`src/rtl/mem_access_ctrl.sv`:
```
// mem_access_ctrl: sequential front end for an 8-row memory array.
//
// Accepts single-word read/write requests on a valid/ready handshake. It drives
// the 3-bit row address (adr0..adr2) to the row decoder and generates registered
// din/wr_en/rd_en strobes. Read data from the array is captured and returned on
// a one-cycle response pulse. After reset it can optionally sweep all rows to
// INIT_VALUE before accepting traffic.
//
// Ports:
//   clk, rst                      clock, asynchronous active-high reset
//   req_valid/req_ready           request handshake
//   req_we, req_adr, req_wdata    request fields, sampled on handshake
//   rsp_valid, rsp_rdata          one-cycle completion pulse and read data
//   init_done                     high once the init sweep has finished
//   adr0, adr1, adr2              row address to the decoder (LSB..MSB)
//   wr_en, rd_en, din             array strobes and write data
//   dout                          array read data, valid in the rd_en cycle
//
// Every output is a flop. The next-state logic computes what the bus shows in
// the following cycle, so state_q always names the cycle currently on the bus.
module mem_access_ctrl #(
    parameter int unsigned       DATA_W        = 8,
    parameter int unsigned       SETUP_CYCLES  = 1,
    parameter bit                INIT_ON_RESET = 1'b1,
    parameter logic [DATA_W-1:0] INIT_VALUE    = '0
) (
    input  logic              clk,
    input  logic              rst,
    input  logic              req_valid,
    output logic              req_ready,
    input  logic              req_we,
    input  logic [2:0]        req_adr,
    input  logic [DATA_W-1:0] req_wdata,
    output logic              rsp_valid,
    output logic [DATA_W-1:0] rsp_rdata,
    output logic              init_done,
    output logic              adr0,
    output logic              adr1,
    output logic              adr2,
    output logic              wr_en,
    output logic              rd_en,
    output logic [DATA_W-1:0] din,
    input  logic [DATA_W-1:0] dout
);

    typedef enum logic [2:0] {StInit, StIdle, StSetup, StStrobe, StResp} state_e;

    localparam state_e     ResetState = INIT_ON_RESET ? StInit : StIdle;
    localparam logic [2:0] SetupLast  = 3'(SETUP_CYCLES);
    localparam logic [2:0] SetupLoad  = 3'(SETUP_CYCLES - 1);

    state_e            state_q, state_d;
    logic [2:0]        row_q, row_d;     // init sweep row
    logic [2:0]        cnt_q, cnt_d;     // init: setup cycles shown; setup: cycles left
    logic              we_q, we_d;
    logic [2:0]        adr_q, adr_d;
    logic [DATA_W-1:0] din_d, rsp_rdata_d;
    logic              wr_en_d, rd_en_d, rsp_valid_d, req_ready_d, init_done_d;

    assign adr0 = adr_q[0];
    assign adr1 = adr_q[1];
    assign adr2 = adr_q[2];

    always_comb begin
        state_d     = state_q;
        row_d       = row_q;
        cnt_d       = cnt_q;
        we_d        = we_q;
        adr_d       = adr_q;
        din_d       = din;
        wr_en_d     = 1'b0;
        rd_en_d     = 1'b0;
        rsp_valid_d = 1'b0;
        rsp_rdata_d = rsp_rdata;
        req_ready_d = 1'b0;
        init_done_d = init_done;

        unique case (state_q)
            StInit: begin
                if (wr_en) begin
                    // The strobe of row_q is on the bus now.
                    if (row_q == 3'd7) begin
                        state_d     = StIdle;
                        init_done_d = 1'b1;
                        req_ready_d = 1'b1;
                    end else begin
                        row_d = row_q + 3'd1;
                        adr_d = row_q + 3'd1;
                        din_d = INIT_VALUE;
                        cnt_d = 3'd1;
                    end
                end else if (cnt_q < SetupLast) begin
                    adr_d = row_q;
                    din_d = INIT_VALUE;
                    cnt_d = cnt_q + 3'd1;
                end else begin
                    wr_en_d = 1'b1;
                end
            end
            StIdle: begin
                init_done_d = 1'b1;
                if (req_valid && req_ready) begin
                    we_d    = req_we;
                    adr_d   = req_adr;
                    cnt_d   = SetupLoad;
                    state_d = StSetup;
                    if (req_we) begin
                        din_d = req_wdata;
                    end
                end else begin
                    req_ready_d = 1'b1;
                end
            end
            StSetup: begin
                if (cnt_q == 3'd0) begin
                    state_d = StStrobe;
                    wr_en_d = we_q;
                    rd_en_d = !we_q;
                end else begin
                    cnt_d = cnt_q - 3'd1;
                end
            end
            StStrobe: begin
                state_d     = StResp;
                rsp_valid_d = 1'b1;
                if (!we_q) begin
                    rsp_rdata_d = dout;
                end
            end
            StResp: begin
                state_d     = StIdle;
                req_ready_d = 1'b1;
            end
            default: begin
                state_d = ResetState;
            end
        endcase
    end

    always_ff @(posedge clk or posedge rst) begin
        if (rst) begin
            state_q   <= ResetState;
            row_q     <= 3'd0;
            cnt_q     <= 3'd0;
            we_q      <= 1'b0;
            adr_q     <= 3'd0;
            din       <= '0;
            wr_en     <= 1'b0;
            rd_en     <= 1'b0;
            rsp_valid <= 1'b0;
            rsp_rdata <= '0;
            req_ready <= 1'b0;
            init_done <= 1'b0;
        end else begin
            state_q   <= state_d;
            row_q     <= row_d;
            cnt_q     <= cnt_d;
            we_q      <= we_d;
            adr_q     <= adr_d;
            din       <= din_d;
            wr_en     <= wr_en_d;
            rd_en     <= rd_en_d;
            rsp_valid <= rsp_valid_d;
            rsp_rdata <= rsp_rdata_d;
            req_ready <= req_ready_d;
            init_done <= init_done_d;
        end
    end

endmodule

```
`config.mk`:
```
export PLATFORM = sky130hd
export DESIGN_NAME = mem_access_ctrl
export DESIGN_NICKNAME = d
export VERILOG_FILES = /design/src/rtl/mem_access_ctrl.sv
export SDC_FILE = /design/constraint.sdc
export NUM_CORES = 1
export LEC_CHECK = 0
export ABC_AREA = 1
export BUFFER_PORTS_ARGS = -buffer_cell sky130_fd_sc_hd__buf_2
export CORE_AREA = 2 2 57 86
export CTS_CLUSTER_DIAMETER = 120
export DETAILED_ROUTE_END_ITERATION = 16
export DIE_AREA = 0 0 59 88
export PLACE_DENSITY = 0.63
export SETUP_SLACK_MARGIN = 0.5
export SYNTH_ARGS = -nofsm -noshare
export SYNTH_HDL_FRONTEND = slang
export SYNTH_SLANG_ARGS = --single-unit
```
`constraint.sdc`:
```
create_clock -name clk -period 2.6 [get_ports clk]
set_input_delay 0.39 -clock clk [delete_from_list [all_inputs] [get_ports clk]]
set_output_delay 0.39 -clock clk [all_outputs]
set_load 0.1 [all_outputs]
```
==> flow_results.xml, run 1 <==
<?xml version="1.0" encoding="UTF-8"?>
<metrics>
  <group name="timing">
    <metric name="hold_viol" unit="">0</metric>
    <metric name="slew_headroom" unit="">0.6739</metric>
    <metric name="fin_worst_skew" unit="ns">0.003154</metric>
    <metric name="layout_min_cycle_time" unit="ns">1.764</metric>
    <metric name="drv_slew" unit="">0</metric>
    <metric name="min_period_over_period" unit="">0.6783</metric>
    <metric name="setup_viol_count_final" unit="">0</metric>
    <metric name="setup_repair_after_global_routing_missed_its_margin" unit="">false</metric>
    <metric name="final.setup.tns" unit="ns">0</metric>
    <metric name="fin_worst_hold_slack" unit="ns">0.1976</metric>
    <metric name="fmaxAchievable" unit="GHz">0.5670</metric>
    <metric name="tightestPinTransition" unit="ns">0.4925</metric>
  </group>
  <group name="yosys">
    <metric name="post_synth.cell_area_avg" unit="µm²">8.277</metric>
    <metric name="netlist_area" unit="mm²">0.001722</metric>
    <metric name="synth_edf_count" unit="">0</metric>
    <metric name="netlist_instances" unit="">208</metric>
    <metric name="synthArstFlopShare" unit="">1.000</metric>
    <metric name="yosys.area_share.adder" unit="">0.03634</metric>
    <metric name="ys.warnings.count" unit="">0</metric>
    <metric name="synthMostInstantiatedCell" unit="">nand2_1</metric>
    <metric name="synth.yosys.seq_area_share" unit="">0.4942</metric>
    <metric name="synth_commonest_cells" unit="">68 x nand2_1, 34 x dfrtp_1, 22 x inv_1</metric>
    <metric name="synth_top_cells_by_area" unit="">dfrtp_1 49%, nand2_1 15%, nand3_1 5.8%, inv_1 4.8%, ha_1 3.6%</metric>
    <metric name="synth_largest_area_cell" unit="">dfrtp_1</metric>
    <metric name="synth_top_family_by_area" unit="">simple AND/OR/NAND/NOR gates</metric>
    <metric name="yosysTopAreaCellShare" unit="">0.4942</metric>
    <metric name="ys.flop_type" unit="">dfrtp_1</metric>
    <metric name="yosys.area_share.simple" unit="">0.3387</metric>
    <metric name="post_synth_num_cell_types" unit="">24</metric>
    <metric name="synthesis.nets" unit="">236</metric>
    <metric name="area_share_of_xor_xnor_cells_in_the_synthesized_design" unit="">0.01526</metric>
    <metric name="yosys_register_bits" unit="">34</metric>
    <metric name="synth-compound-area-share" unit="">0.05087</metric>
    <metric name="synthMuxAreaShare" unit="">0</metric>
  </group>
  <group name="floorplan">
    <metric name="dieWidth" unit="µm">59</metric>
    <metric name="chipHeight" unit="µm">88</metric>
    <metric name="die_area" unit="mm²">0.005192</metric>
    <metric name="core_region_area" unit="mm²">0.004429</metric>
    <metric name="initial_utilization" unit="">0.3887</metric>
    <metric name="io-pin-count" unit="">47</metric>
    <metric name="core.rowCount" unit="">30</metric>
  </group>
  <group name="drt">
    <metric name="drt_wl_total" unit="mm">3.657</metric>
    <metric name="vias" unit="">1459</metric>
    <metric name="initial_drc_count" unit="">61</metric>
    <metric name="vias_per_cell" unit="">4.752</metric>
    <metric name="postRouteAntennaNets" unit="">0</metric>
    <metric name="drt_pre_antenna_iters" unit="">4</metric>
    <metric name="route.detailed.drc" unit="">0</metric>
    <metric name="routed_wire_length_per_instance" unit="µm">11.91</metric>
  </group>
  <group name="cells_and_area">
    <metric name="antenna_cells_inserted" unit="">0</metric>
    <metric name="syn_to_final_growth" unit="%">21.58</metric>
    <metric name="finalNonFillerCells" unit="">307</metric>
    <metric name="filler_cells_inserted" unit="">463</metric>
    <metric name="multi_input_area" unit="µm²">759.5</metric>
    <metric name="postLayoutCellArea" unit="mm²">0.002093</metric>
    <metric name="drive_above_1_share" unit="">0.2664</metric>
    <metric name="layout.area.seq" unit="µm²">850.8</metric>
    <metric name="finalNetCount" unit="">286</metric>
  </group>
  <group name="min_path">
    <metric name="worstHoldPathType" unit="">in2async</metric>
  </group>
  <group name="placement">
    <metric name="dpl_cells" unit="">299</metric>
    <metric name="placed_cell_area" unit="mm²">0.002002</metric>
    <metric name="number_of_buffers_added_on_ports" unit="">46</metric>
    <metric name="finalWeightedCongestion" unit="">0.8236</metric>
    <metric name="post-dp-hpwl" unit="mm">2.748</metric>
  </group>
  <group name="grt">
    <metric name="grt_pass1_wl" unit="mm">6.016</metric>
    <metric name="antenna_found_initial" unit="">0</metric>
    <metric name="track_usage" unit="">0.1555</metric>
    <metric name="via_count_of_the_first_global_routing_pass" unit="">1383</metric>
    <metric name="grt_overflow_total" unit="">0</metric>
    <metric name="grt_max_degree" unit="">35</metric>
  </group>
  <group name="clocking">
    <metric name="postCtsHoldBufs" unit="">0</metric>
    <metric name="clock_path_buffers" unit="">2</metric>
    <metric name="clk_pin_slew" unit="ns">0.07</metric>
    <metric name="cts-buffers-inserted" unit="">5</metric>
    <metric name="cts.htree.levels" unit="">2</metric>
    <metric name="cts_resized" unit="">0</metric>
    <metric name="clock_latency" unit="ns">0.28</metric>
    <metric name="tritoncts" unit="">yes</metric>
    <metric name="clk_root_buffer_cell" unit="">clkbuf_8</metric>
    <metric name="numClockSinks" unit="">34</metric>
    <metric name="cts_post_setup_buffers_inserted" unit="">0</metric>
  </group>
  <group name="setup_path">
    <metric name="critical_path_required" unit="ns">2.76</metric>
    <metric name="worstPathMaxFanout" unit="">19</metric>
    <metric name="endpoint_arrival_time_on_the_critical_path" unit="ns">1.92</metric>
    <metric name="worst-path-buf-inv" unit="">1</metric>
    <metric name="crit_path_cell_trace" unit="">nor2_4, nand2_2, inv_2, nand3_1, nor2_1, a21oi_1</metric>
    <metric name="timing.critical_path.slowest_stage_cell" unit="">dfrtp_1</metric>
    <metric name="criticalPathCategory" unit="">reg2reg</metric>
    <metric name="worst_path_dominant_cell_family" unit="">simple AND/OR/NAND/NOR gates</metric>
    <metric name="max_stage_delay" unit="ns">0.46</metric>
    <metric name="timing.critical_path.from_type" unit="">register</metric>
    <metric name="setup.worst_path.end_class" unit="">register</metric>
  </group>
  <group name="status">
    <metric name="outcome" unit="">complete, no violations</metric>
  </group>
  <group name="job">
    <metric name="max_cap_viol_count" unit="">0</metric>
  </group>
</metrics>
routing by layer:
metal  vias to the layer above  routed length (µm)  part of all wire  global-route usage
met3                         9                 114             0.031             0.03693
met4                         0                 102             0.028             0.08264
li1                        763                   -                 -                   -
met2                        24                1852              0.51              0.2606
met5                         -                   0                 0                   0
met1                       663                1588              0.43              0.1803
placed cells by master (no fill, tap or decap), types with 2 or more instances in the layout:
master	n
clkbuf_8	6
o21ai_0	6
a21oi_1	3
nor2_4	4
o22ai_1	2
nand3_1	20
nor2_1	13
inv_1	22
nand4_1	8
o211ai_1	2
buf_2	46
o31ai_1	2
ha_1	5
dfrtp_1	34
nand2_1	68
xnor2_1	2
inv_2	3
nand3_2	2
nand2_2	3
flip-flops by register name, indices dropped and copies added (netlist names), 3 cells and up:
| register | count |
|---|---|
| adr_q | 3 |
| cnt_q | 3 |
| din | 8 |
| row_q | 3 |
| rsp_rdata | 8 |
| state_q | 3 |
worst min-delay path, delay by kind of cell:
kind	cells	cell delay [ns]
buffers and inverters	3	0.51
worst paths after layout:
kind / startpoint / to / slack [ns] / cells past startpoint
hold reg to reg: we_q / rd_en / 0.43 / 1
setup reg to reg: state_q[2] / we_q / 0.84 / 6
hold / removal: rst / rsp_valid / 0.20 / 3
max in group asynchronous: rst / row_q[2] / 2.10 / 3
min in group clk: dout[1] / rsp_rdata[1] / 0.34 / 3
setup / recovery: state_q[2] / we_q / 0.84 / 6
metrics by stage:
stage,setup slack [ns],utilization
6_report,0.8363,0.4726
5_1_grt,0.6695,0.4726
4_1_cts,0.8380,0.4726
3_5_place_dp,0.8486,0.4520
3_3_place_gp,0.8964,0.4520
2_1_floorplan,0.6055,-
final cells by class:
type	instances	area share
Clock inverter	1	0.002391
Inverter	25	0.04483
Timing Repair Buffer	47	0.1136
Multi-Input combinational cell	145	0.3628
Tap cell	48	0.02869
Clock buffer	7	0.04124
Sequential cell	34	0.4065
cells by family after synthesis:
| group | count (synthesis) |
|---|---|
| compound gates | 15 |
| buf+inv | 29 |
| xor+xnor | 3 |
| flops | 34 |
| simple gates | 122 |
| fa+ha+maj | 5 |
Power of run 1 is left out: the tool's default activity adds up to more than one toggle a clock period on the data nets, which glitch-free logic cannot reach.
==> inputs of run 2 (changes only) <==
--- a/config.mk
+++ b/config.mk
@@ -5,12 +5,12 @@
 export SDC_FILE = /design/constraint.sdc
 export NUM_CORES = 1
 export LEC_CHECK = 0
-export ABC_AREA = 1
+export ABC_AREA = 0
 export BUFFER_PORTS_ARGS = -buffer_cell sky130_fd_sc_hd__buf_2
-export CORE_AREA = 2 2 57 86
+export CORE_AREA = 2 2 57 85
 export CTS_CLUSTER_DIAMETER = 120
 export DETAILED_ROUTE_END_ITERATION = 16
-export DIE_AREA = 0 0 59 88
+export DIE_AREA = 0 0 59 87
 export PLACE_DENSITY = 0.63
 export SETUP_SLACK_MARGIN = 0.5
 export SYNTH_ARGS = -nofsm -noshare
==> constraint.sdc (replaced) <==
create_clock -name clk -period 1.7 [get_ports clk]
set_input_delay 0.255 -clock clk [delete_from_list [all_inputs] [get_ports clk]]
set_output_delay 0.255 -clock clk [all_outputs]
set_load 0.1 [all_outputs]
==> run 2 against run 1 <==
- the run now ends with negative setup slack left
- register-to-register slack worse by 1.0 ns
- critical path depth stayed put
- count of clock-buffer cells in the layout rose by 1
- critical path type unchanged
==> flow_results.xml, run 2 <==
<?xml version="1.0" encoding="UTF-8"?>
<metrics>
  <group name="status">
    <metric name="outcome" unit="">finished, violations left</metric>
    <metric name="violated_checks" unit="">negative setup slack</metric>
  </group>
  <group name="floorplan">
    <metric name="io-pin-count" unit="">47</metric>
    <metric name="die_area" unit="mm²">0.005133</metric>
    <metric name="dieWidth" unit="µm">59</metric>
    <metric name="initial_utilization" unit="">0.3814</metric>
    <metric name="core.rowCount" unit="">30</metric>
    <metric name="core_region_area" unit="mm²">0.004429</metric>
    <metric name="chipHeight" unit="µm">87</metric>
  </group>
  <group name="timing">
    <metric name="layout_min_cycle_time" unit="ns">1.872</metric>
    <metric name="setup_repair_after_global_routing_missed_its_margin" unit="">true</metric>
    <metric name="tightestPinTransition" unit="ns">0.4278</metric>
    <metric name="fin_ws" unit="ns">-0.1721</metric>
    <metric name="setup_viol_count_final" unit="">14</metric>
    <metric name="fmaxAchievable" unit="GHz">0.5342</metric>
    <metric name="final.setup.tns" unit="ns">-1.071</metric>
    <metric name="hold_viol" unit="">0</metric>
    <metric name="fin_worst_skew" unit="ns">0.002589</metric>
    <metric name="min_period_over_period" unit="">1.101</metric>
    <metric name="slew_headroom" unit="">0.7148</metric>
    <metric name="drv_slew" unit="">0</metric>
  </group>
  <group name="cells_and_area">
    <metric name="final_common_cell" unit="">dfrtp_1</metric>
    <metric name="postLayoutCellArea" unit="mm²">0.002770</metric>
    <metric name="multi_input_area" unit="µm²">980.9</metric>
    <metric name="drive_above_1_share" unit="">0.5801</metric>
    <metric name="layout.area.seq" unit="µm²">858.3</metric>
    <metric name="finalNonFillerCells" unit="">279</metric>
    <metric name="syn_to_final_growth" unit="%">64.00</metric>
    <metric name="antenna_cells_inserted" unit="">0</metric>
    <metric name="layout.cells.most_common_list" unit="">30 x dfrtp_1, 28 x buf_6, 23 x buf_4</metric>
    <metric name="finalNetCount" unit="">258</metric>
    <metric name="layout_top_registers" unit="">din (8), rsp_rdata (8)</metric>
    <metric name="filler_cells_inserted" unit="">353</metric>
  </group>
  <group name="yosys">
    <metric name="synthMuxAreaShare" unit="">0.1719</metric>
    <metric name="ys.flop_type" unit="">dfrtp_1</metric>
    <metric name="yosys.area_share.simple" unit="">0.1281</metric>
    <metric name="post_synth_num_cell_types" unit="">38</metric>
    <metric name="synthArstFlopShare" unit="">1.000</metric>
    <metric name="yosysTopAreaCellShare" unit="">0.5037</metric>
    <metric name="area_share_of_xor_xnor_cells_in_the_synthesized_design" unit="">0.01037</metric>
    <metric name="synth_top_cells_by_area" unit="">dfrtp_1 50%, mux2_2 8.0%, mux2i_1 6.5%, ha_1 3.7%, inv_1 3.1%</metric>
    <metric name="synthesis.nets" unit="">179</metric>
    <metric name="yosys.area_share.adder" unit="">0.03704</metric>
    <metric name="synthMostInstantiatedCell" unit="">dfrtp_1</metric>
    <metric name="yosys_register_bits" unit="">34</metric>
    <metric name="synth_commonest_cells" unit="">34 x dfrtp_1, 14 x inv_1, 14 x nand2_1</metric>
    <metric name="synth.yosys.seq_area_share" unit="">0.5037</metric>
    <metric name="netlist_area" unit="mm²">0.001689</metric>
    <metric name="synth_top_family_by_area" unit="">multiplexers</metric>
    <metric name="netlist_instances" unit="">151</metric>
    <metric name="synth_edf_count" unit="">0</metric>
    <metric name="synth_largest_area_cell" unit="">dfrtp_1</metric>
    <metric name="ys.warnings.count" unit="">0</metric>
    <metric name="post_synth.cell_area_avg" unit="µm²">11.19</metric>
    <metric name="synth-compound-area-share" unit="">0.1007</metric>
  </group>
  <group name="grt">
    <metric name="grt_max_degree" unit="">35</metric>
    <metric name="via_count_of_the_first_global_routing_pass" unit="">1498</metric>
    <metric name="gr-usage-met3" unit="">0.04755</metric>
    <metric name="antenna_found_initial" unit="">0</metric>
    <metric name="grt_overflow_total" unit="">0</metric>
    <metric name="globalRouteMet2Util" unit="">0.3141</metric>
    <metric name="grt.met1_usage" unit="">0.1740</metric>
    <metric name="grt-busiest-layer" unit="">met2</metric>
    <metric name="track_usage" unit="">0.1763</metric>
    <metric name="grt_pass1_wl" unit="mm">6.768</metric>
  </group>
  <group name="placement">
    <metric name="number_of_buffers_added_on_ports" unit="">46</metric>
    <metric name="post-dp-hpwl" unit="mm">2.948</metric>
    <metric name="place_worst_setup_slack" unit="ns">-0.2107</metric>
    <metric name="placed_cell_area" unit="mm²">0.002220</metric>
    <metric name="dpl_cells" unit="">260</metric>
    <metric name="finalWeightedCongestion" unit="">0.8206</metric>
  </group>
  <group name="clocking">
    <metric name="clk_root_buffer_cell" unit="">clkbuf_8</metric>
    <metric name="clock_path_buffers" unit="">2</metric>
    <metric name="tritoncts" unit="">yes</metric>
    <metric name="numClockSinks" unit="">34</metric>
    <metric name="clk_pin_slew" unit="ns">0.07</metric>
    <metric name="clock_latency" unit="ns">0.28</metric>
    <metric name="postCtsHoldBufs" unit="">0</metric>
    <metric name="cts-buffers-inserted" unit="">5</metric>
    <metric name="cts.htree.levels" unit="">2</metric>
  </group>
  <group name="setup_path">
    <metric name="setup.worst_path.end_class" unit="">register</metric>
    <metric name="endpoint_arrival_time_on_the_critical_path" unit="ns">2.04</metric>
    <metric name="timing.critical_path.from_type" unit="">register</metric>
    <metric name="worstPathMaxFanout" unit="">3</metric>
    <metric name="critical_path_required" unit="ns">1.87</metric>
    <metric name="r2r_start" unit="">row_q[1]</metric>
    <metric name="worst_r2r_endpoint" unit="">adr_q[0]</metric>
    <metric name="startpoint" unit="">row_q[1]</metric>
    <metric name="setup.reg_to_reg.worst_slack" unit="ns">-0.17</metric>
    <metric name="criticalPathCategory" unit="">reg2reg</metric>
    <metric name="critPathCapture" unit="">adr_q[0]</metric>
    <metric name="worstRegToRegCells" unit="">6</metric>
  </group>
  <group name="drt">
    <metric name="vias" unit="">1457</metric>
    <metric name="postRouteAntennaNets" unit="">0</metric>
    <metric name="routed_wire_length_per_instance" unit="µm">15.56</metric>
    <metric name="initial_drc_count" unit="">31</metric>
    <metric name="vias_per_cell" unit="">5.222</metric>
    <metric name="route.detailed.drc" unit="">0</metric>
    <metric name="drt_wl_total" unit="mm">4.340</metric>
    <metric name="drt_pre_antenna_iters" unit="">4</metric>
  </group>
  <group name="min_path">
    <metric name="worstHoldPathType" unit="">in2async</metric>
  </group>
  <group name="job">
    <metric name="max_cap_viol_count" unit="">0</metric>
  </group>
</metrics>
## run 2: cell types whose count changed after synthesis, sizes merged, moves of 3 or more
cell / previous run / this run
nand2: 71 / 14
nor2b: 0 / 3
nand4: 8 / 0
nor2: 18 / 6
nand3: 23 / 4
inv: 25 / 14
mux2: 0 / 15
o21ai: 6 / 3
nand2b: 0 / 3
mux2i: 0 / 11
## run 2: logic make-up after synthesis
group,Yosys count
buffers and inverters,21
DFF,34
xor gates and xnor gates,2
AOI/OAI and AO/OA,23
muxes,26
adders and majority gates,5
and+or+nand+nor,40
## run 2: stage by stage
step	util	hold WS (ns)
6_report	0.6254	0.05690
5_1_grt	0.6254	0.08844
4_1_cts	0.5887	0.06869
3_5_place_dp	0.5011	0.3773
3_3_place_gp	0.5011	0.3697
2_1_floorplan	-	0.3888
## run 2: how the worst min path moves through the flow
stage / endpoint / depth (start not counted) / slack [ns] / startpoint
3_3_place_gp: din[3] / 3 / 0.37 / rst
3_5_place_dp: din[3] / 3 / 0.38 / rst
4_1_cts: din[3] / 3 / 0.07 / rst
6_report: din[0] / 3 / 0.06 / rst
5_1_grt: wr_en / 3 / 0.09 / rst
2_1_floorplan: din[0] / 2 / 0.39 / req_wdata[0]
## run 2: area by class of cell
class | instances | area share
timing repair buffer | 79 | 0.2538
sequential | 34 | 0.3098
inverter | 14 | 0.02078
clock buffer | 8 | 0.03975
multi-input combinational | 96 | 0.3541
tap | 48 | 0.02168
## run 2: per-layer routing
metal | up-vias | wire length, µm
li1 | 686 | -
met4 | 0 | 169
met2 | 45 | 2499
met5 | - | 0
met1 | 714 | 1508
met3 | 12 | 163
## run 2: timing repair
item | 4_1_cts | 5_1_grt
pin swaps | 9 | 3
endpoints found under the setup margin | 55 | 47
gates resized for setup | 66 | 31
cloned | 0 | 0
setup buffers | 7 | 4
## run 2: critical path, cell delays in order, from the launching register on
cell and delay (ns):
dfrtp_1 0.38, ha_2 0.20, ha_4 0.16, nor2b_4 0.12, nor3_2 0.05, or4b_4 0.53, mux2_4 0.32
Power of run 2 is left out for the same reason.
==> inputs of run 3 (changes only) <==
--- a/config.mk
+++ b/config.mk
@@ -11,6 +11,7 @@
 export CTS_CLUSTER_DIAMETER = 120
 export DETAILED_ROUTE_END_ITERATION = 16
 export DIE_AREA = 0 0 59 87
+export HOLD_SLACK_MARGIN = 0.08
 export PLACE_DENSITY = 0.63
 export SETUP_SLACK_MARGIN = 0.5
 export SYNTH_ARGS = -nofsm -noshare
==> run 3 against run 2 <==
- the run still ends with negative setup slack left
- flip-flop and latch count stayed put
- die area stayed put
- first-iteration DRC count is 32% higher
- non-clock buffer count is 1 higher
- sequential share of layout area is 0.11 points lower
- register-to-register slack hardly changed
- via count is 0.14% lower
- clock skew hardly changed
- largest cell class unchanged
- highest routed layer unchanged
==> flow_results.xml, run 3 (same netlist as run 2, synthesis figures left out) <==
<?xml version="1.0" encoding="UTF-8"?>
<metrics>
  <group name="drt">
    <metric name="vias" unit="">1455</metric>
    <metric name="postRouteAntennaNets" unit="">0</metric>
    <metric name="drt_pre_antenna_iters" unit="">4</metric>
    <metric name="initial_drc_count" unit="">41</metric>
    <metric name="routed_wire_length_per_instance" unit="µm">15.56</metric>
    <metric name="route.detailed.drc" unit="">0</metric>
    <metric name="vias_per_cell" unit="">5.196</metric>
    <metric name="drt_wl_total" unit="mm">4.356</metric>
  </group>
  <group name="timing">
    <metric name="setup_viol_count_final" unit="">14</metric>
    <metric name="hold_viol" unit="">0</metric>
    <metric name="fmaxAchievable" unit="GHz">0.5342</metric>
    <metric name="layout_min_cycle_time" unit="ns">1.872</metric>
    <metric name="min_period_over_period" unit="">1.101</metric>
    <metric name="fin_worst_hold_slack" unit="ns">0.1985</metric>
    <metric name="tightestPinTransition" unit="ns">0.4286</metric>
    <metric name="setup_repair_after_global_routing_missed_its_margin" unit="">true</metric>
    <metric name="slew_headroom" unit="">0.7143</metric>
    <metric name="drv_slew" unit="">0</metric>
    <metric name="fin_worst_skew" unit="ns">0.002629</metric>
    <metric name="final.setup.tns" unit="ns">-1.059</metric>
    <metric name="fin_ws" unit="ns">-0.1721</metric>
  </group>
  <group name="placement">
    <metric name="dpl_cells" unit="">260</metric>
    <metric name="post-dp-hpwl" unit="mm">2.948</metric>
    <metric name="place_worst_setup_slack" unit="ns">-0.2107</metric>
    <metric name="finalWeightedCongestion" unit="">0.8206</metric>
    <metric name="number_of_buffers_added_on_ports" unit="">46</metric>
  </group>
  <group name="setup_path">
    <metric name="critical_path_required" unit="ns">1.87</metric>
    <metric name="crit_path_cell_trace" unit="">ha_2, ha_4, nor2b_4, nor3_2, or4b_4, mux2_4</metric>
    <metric name="endpoint_arrival_time_on_the_critical_path" unit="ns">2.04</metric>
    <metric name="criticalPathCategory" unit="">reg2reg</metric>
    <metric name="timing.critical_path.from_type" unit="">register</metric>
    <metric name="worstPathMaxFanout" unit="">3</metric>
    <metric name="max_stage_delay" unit="ns">0.53</metric>
    <metric name="setup.worst_path.end_class" unit="">register</metric>
    <metric name="timing.critical_path.slowest_stage_cell" unit="">or4b_4</metric>
  </group>
  <group name="grt">
    <metric name="grt_max_degree" unit="">35</metric>
    <metric name="via_count_of_the_first_global_routing_pass" unit="">1504</metric>
    <metric name="track_usage" unit="">0.1769</metric>
    <metric name="grt_overflow_total" unit="">0</metric>
    <metric name="antenna_found_initial" unit="">0</metric>
    <metric name="grt_pass1_wl" unit="mm">6.789</metric>
  </group>
  <group name="cells_and_area">
    <metric name="layout.area.seq" unit="µm²">858.3</metric>
    <metric name="antenna_cells_inserted" unit="">0</metric>
    <metric name="finalNetCount" unit="">259</metric>
    <metric name="filler_cells_inserted" unit="">352</metric>
    <metric name="layout_top_registers" unit="">din (8), rsp_rdata (8)</metric>
    <metric name="syn_to_final_growth" unit="%">64.59</metric>
    <metric name="layout.cells.most_common_list" unit="">30 x dfrtp_1, 28 x buf_6, 23 x buf_4</metric>
    <metric name="multi_input_area" unit="µm²">980.9</metric>
    <metric name="final_common_cell" unit="">dfrtp_1</metric>
    <metric name="drive_above_1_share" unit="">0.5776</metric>
    <metric name="finalNonFillerCells" unit="">280</metric>
  </group>
  <group name="status">
    <metric name="violated_checks" unit="">negative setup slack</metric>
    <metric name="outcome" unit="">finished, violations left</metric>
  </group>
  <group name="floorplan">
    <metric name="core_region_area" unit="mm²">0.004429</metric>
    <metric name="io-pin-count" unit="">47</metric>
    <metric name="chipHeight" unit="µm">87</metric>
    <metric name="core.rowCount" unit="">30</metric>
    <metric name="dieWidth" unit="µm">59</metric>
    <metric name="initial_utilization" unit="">0.3814</metric>
    <metric name="die_area" unit="mm²">0.005133</metric>
  </group>
  <group name="clocking">
    <metric name="numClockSinks" unit="">34</metric>
    <metric name="tritoncts" unit="">yes</metric>
    <metric name="cts-buffers-inserted" unit="">5</metric>
    <metric name="clk_pin_slew" unit="ns">0.07</metric>
    <metric name="clock_latency" unit="ns">0.28</metric>
    <metric name="clock_path_buffers" unit="">2</metric>
    <metric name="cts.htree.levels" unit="">2</metric>
    <metric name="clk_root_buffer_cell" unit="">clkbuf_8</metric>
  </group>
  <group name="min_path">
    <metric name="worstHoldPathType" unit="">in2reg</metric>
  </group>
  <group name="job">
    <metric name="max_cap_viol_count" unit="">0</metric>
  </group>
</metrics>
==> run 3: layout make-up <==
| class | instances | area share |
|---|---|---|
| Multi-Input combinational cell | 96 | 0.3528 |
| Tap cell | 48 | 0.02160 |
| Inverter | 14 | 0.02070 |
| Clock buffer | 8 | 0.03960 |
| Timing Repair Buffer | 80 | 0.2565 |
| Sequential cell | 34 | 0.3087 |
==> run 3: layer usage <==
| layer | track usage | vias up | share of wire |
|---|---|---|---|
| met2 | 0.3162 | 41 | 0.57 |
| met5 | 0 | - | 0 |
| li1 | - | 687 | - |
| met1 | 0.1740 | 715 | 0.35 |
| met4 | 0.1116 | 0 | 0.040 |
| met3 | 0.04755 | 12 | 0.037 |
==> run 3: what timing repair did <==
item,4_1_cts,5_1_grt
cloned,0,0
hold endpoints to repair,34,0
hold buffers,1,0
buffers inserted,7,4
pin swaps,9,3
setup endpoints to repair,55,47
resized for setup,66,31
==> run 3: final timing paths <==
kind	from	end	slack (ns)	cells past startpoint
min reg2reg	rsp_rdata[0]	rsp_rdata[0]	0.51	1
max in group asynchronous	rst	wr_en	0.74	4
min	dout[1]	rsp_rdata[1]	0.20	2
max reg2reg	row_q[1]	adr_q[0]	-0.17	6
min in group asynchronous	rst	din[0]	0.62	4
max	row_q[1]	adr_q[0]	-0.17	6
==> run 3: stage by stage <==
stage,utilization,cell area [µm²]
6_report,0.6277,2780
4_1_cts,0.5910,2618
2_1_floorplan,-,1805
3_5_place_dp,0.5011,2220
3_3_place_gp,0.5011,2220
5_1_grt,0.6277,2780
==> run 3: critical path, delay by kind of cell, from the launching register on <==
family                     cells  cell delay, ns
adders and majority gates      2            0.36
DFF                            1            0.38
muxes                          1            0.32
and+or+nand+nor                3            0.70
Power of run 3 is left out for the same reason.
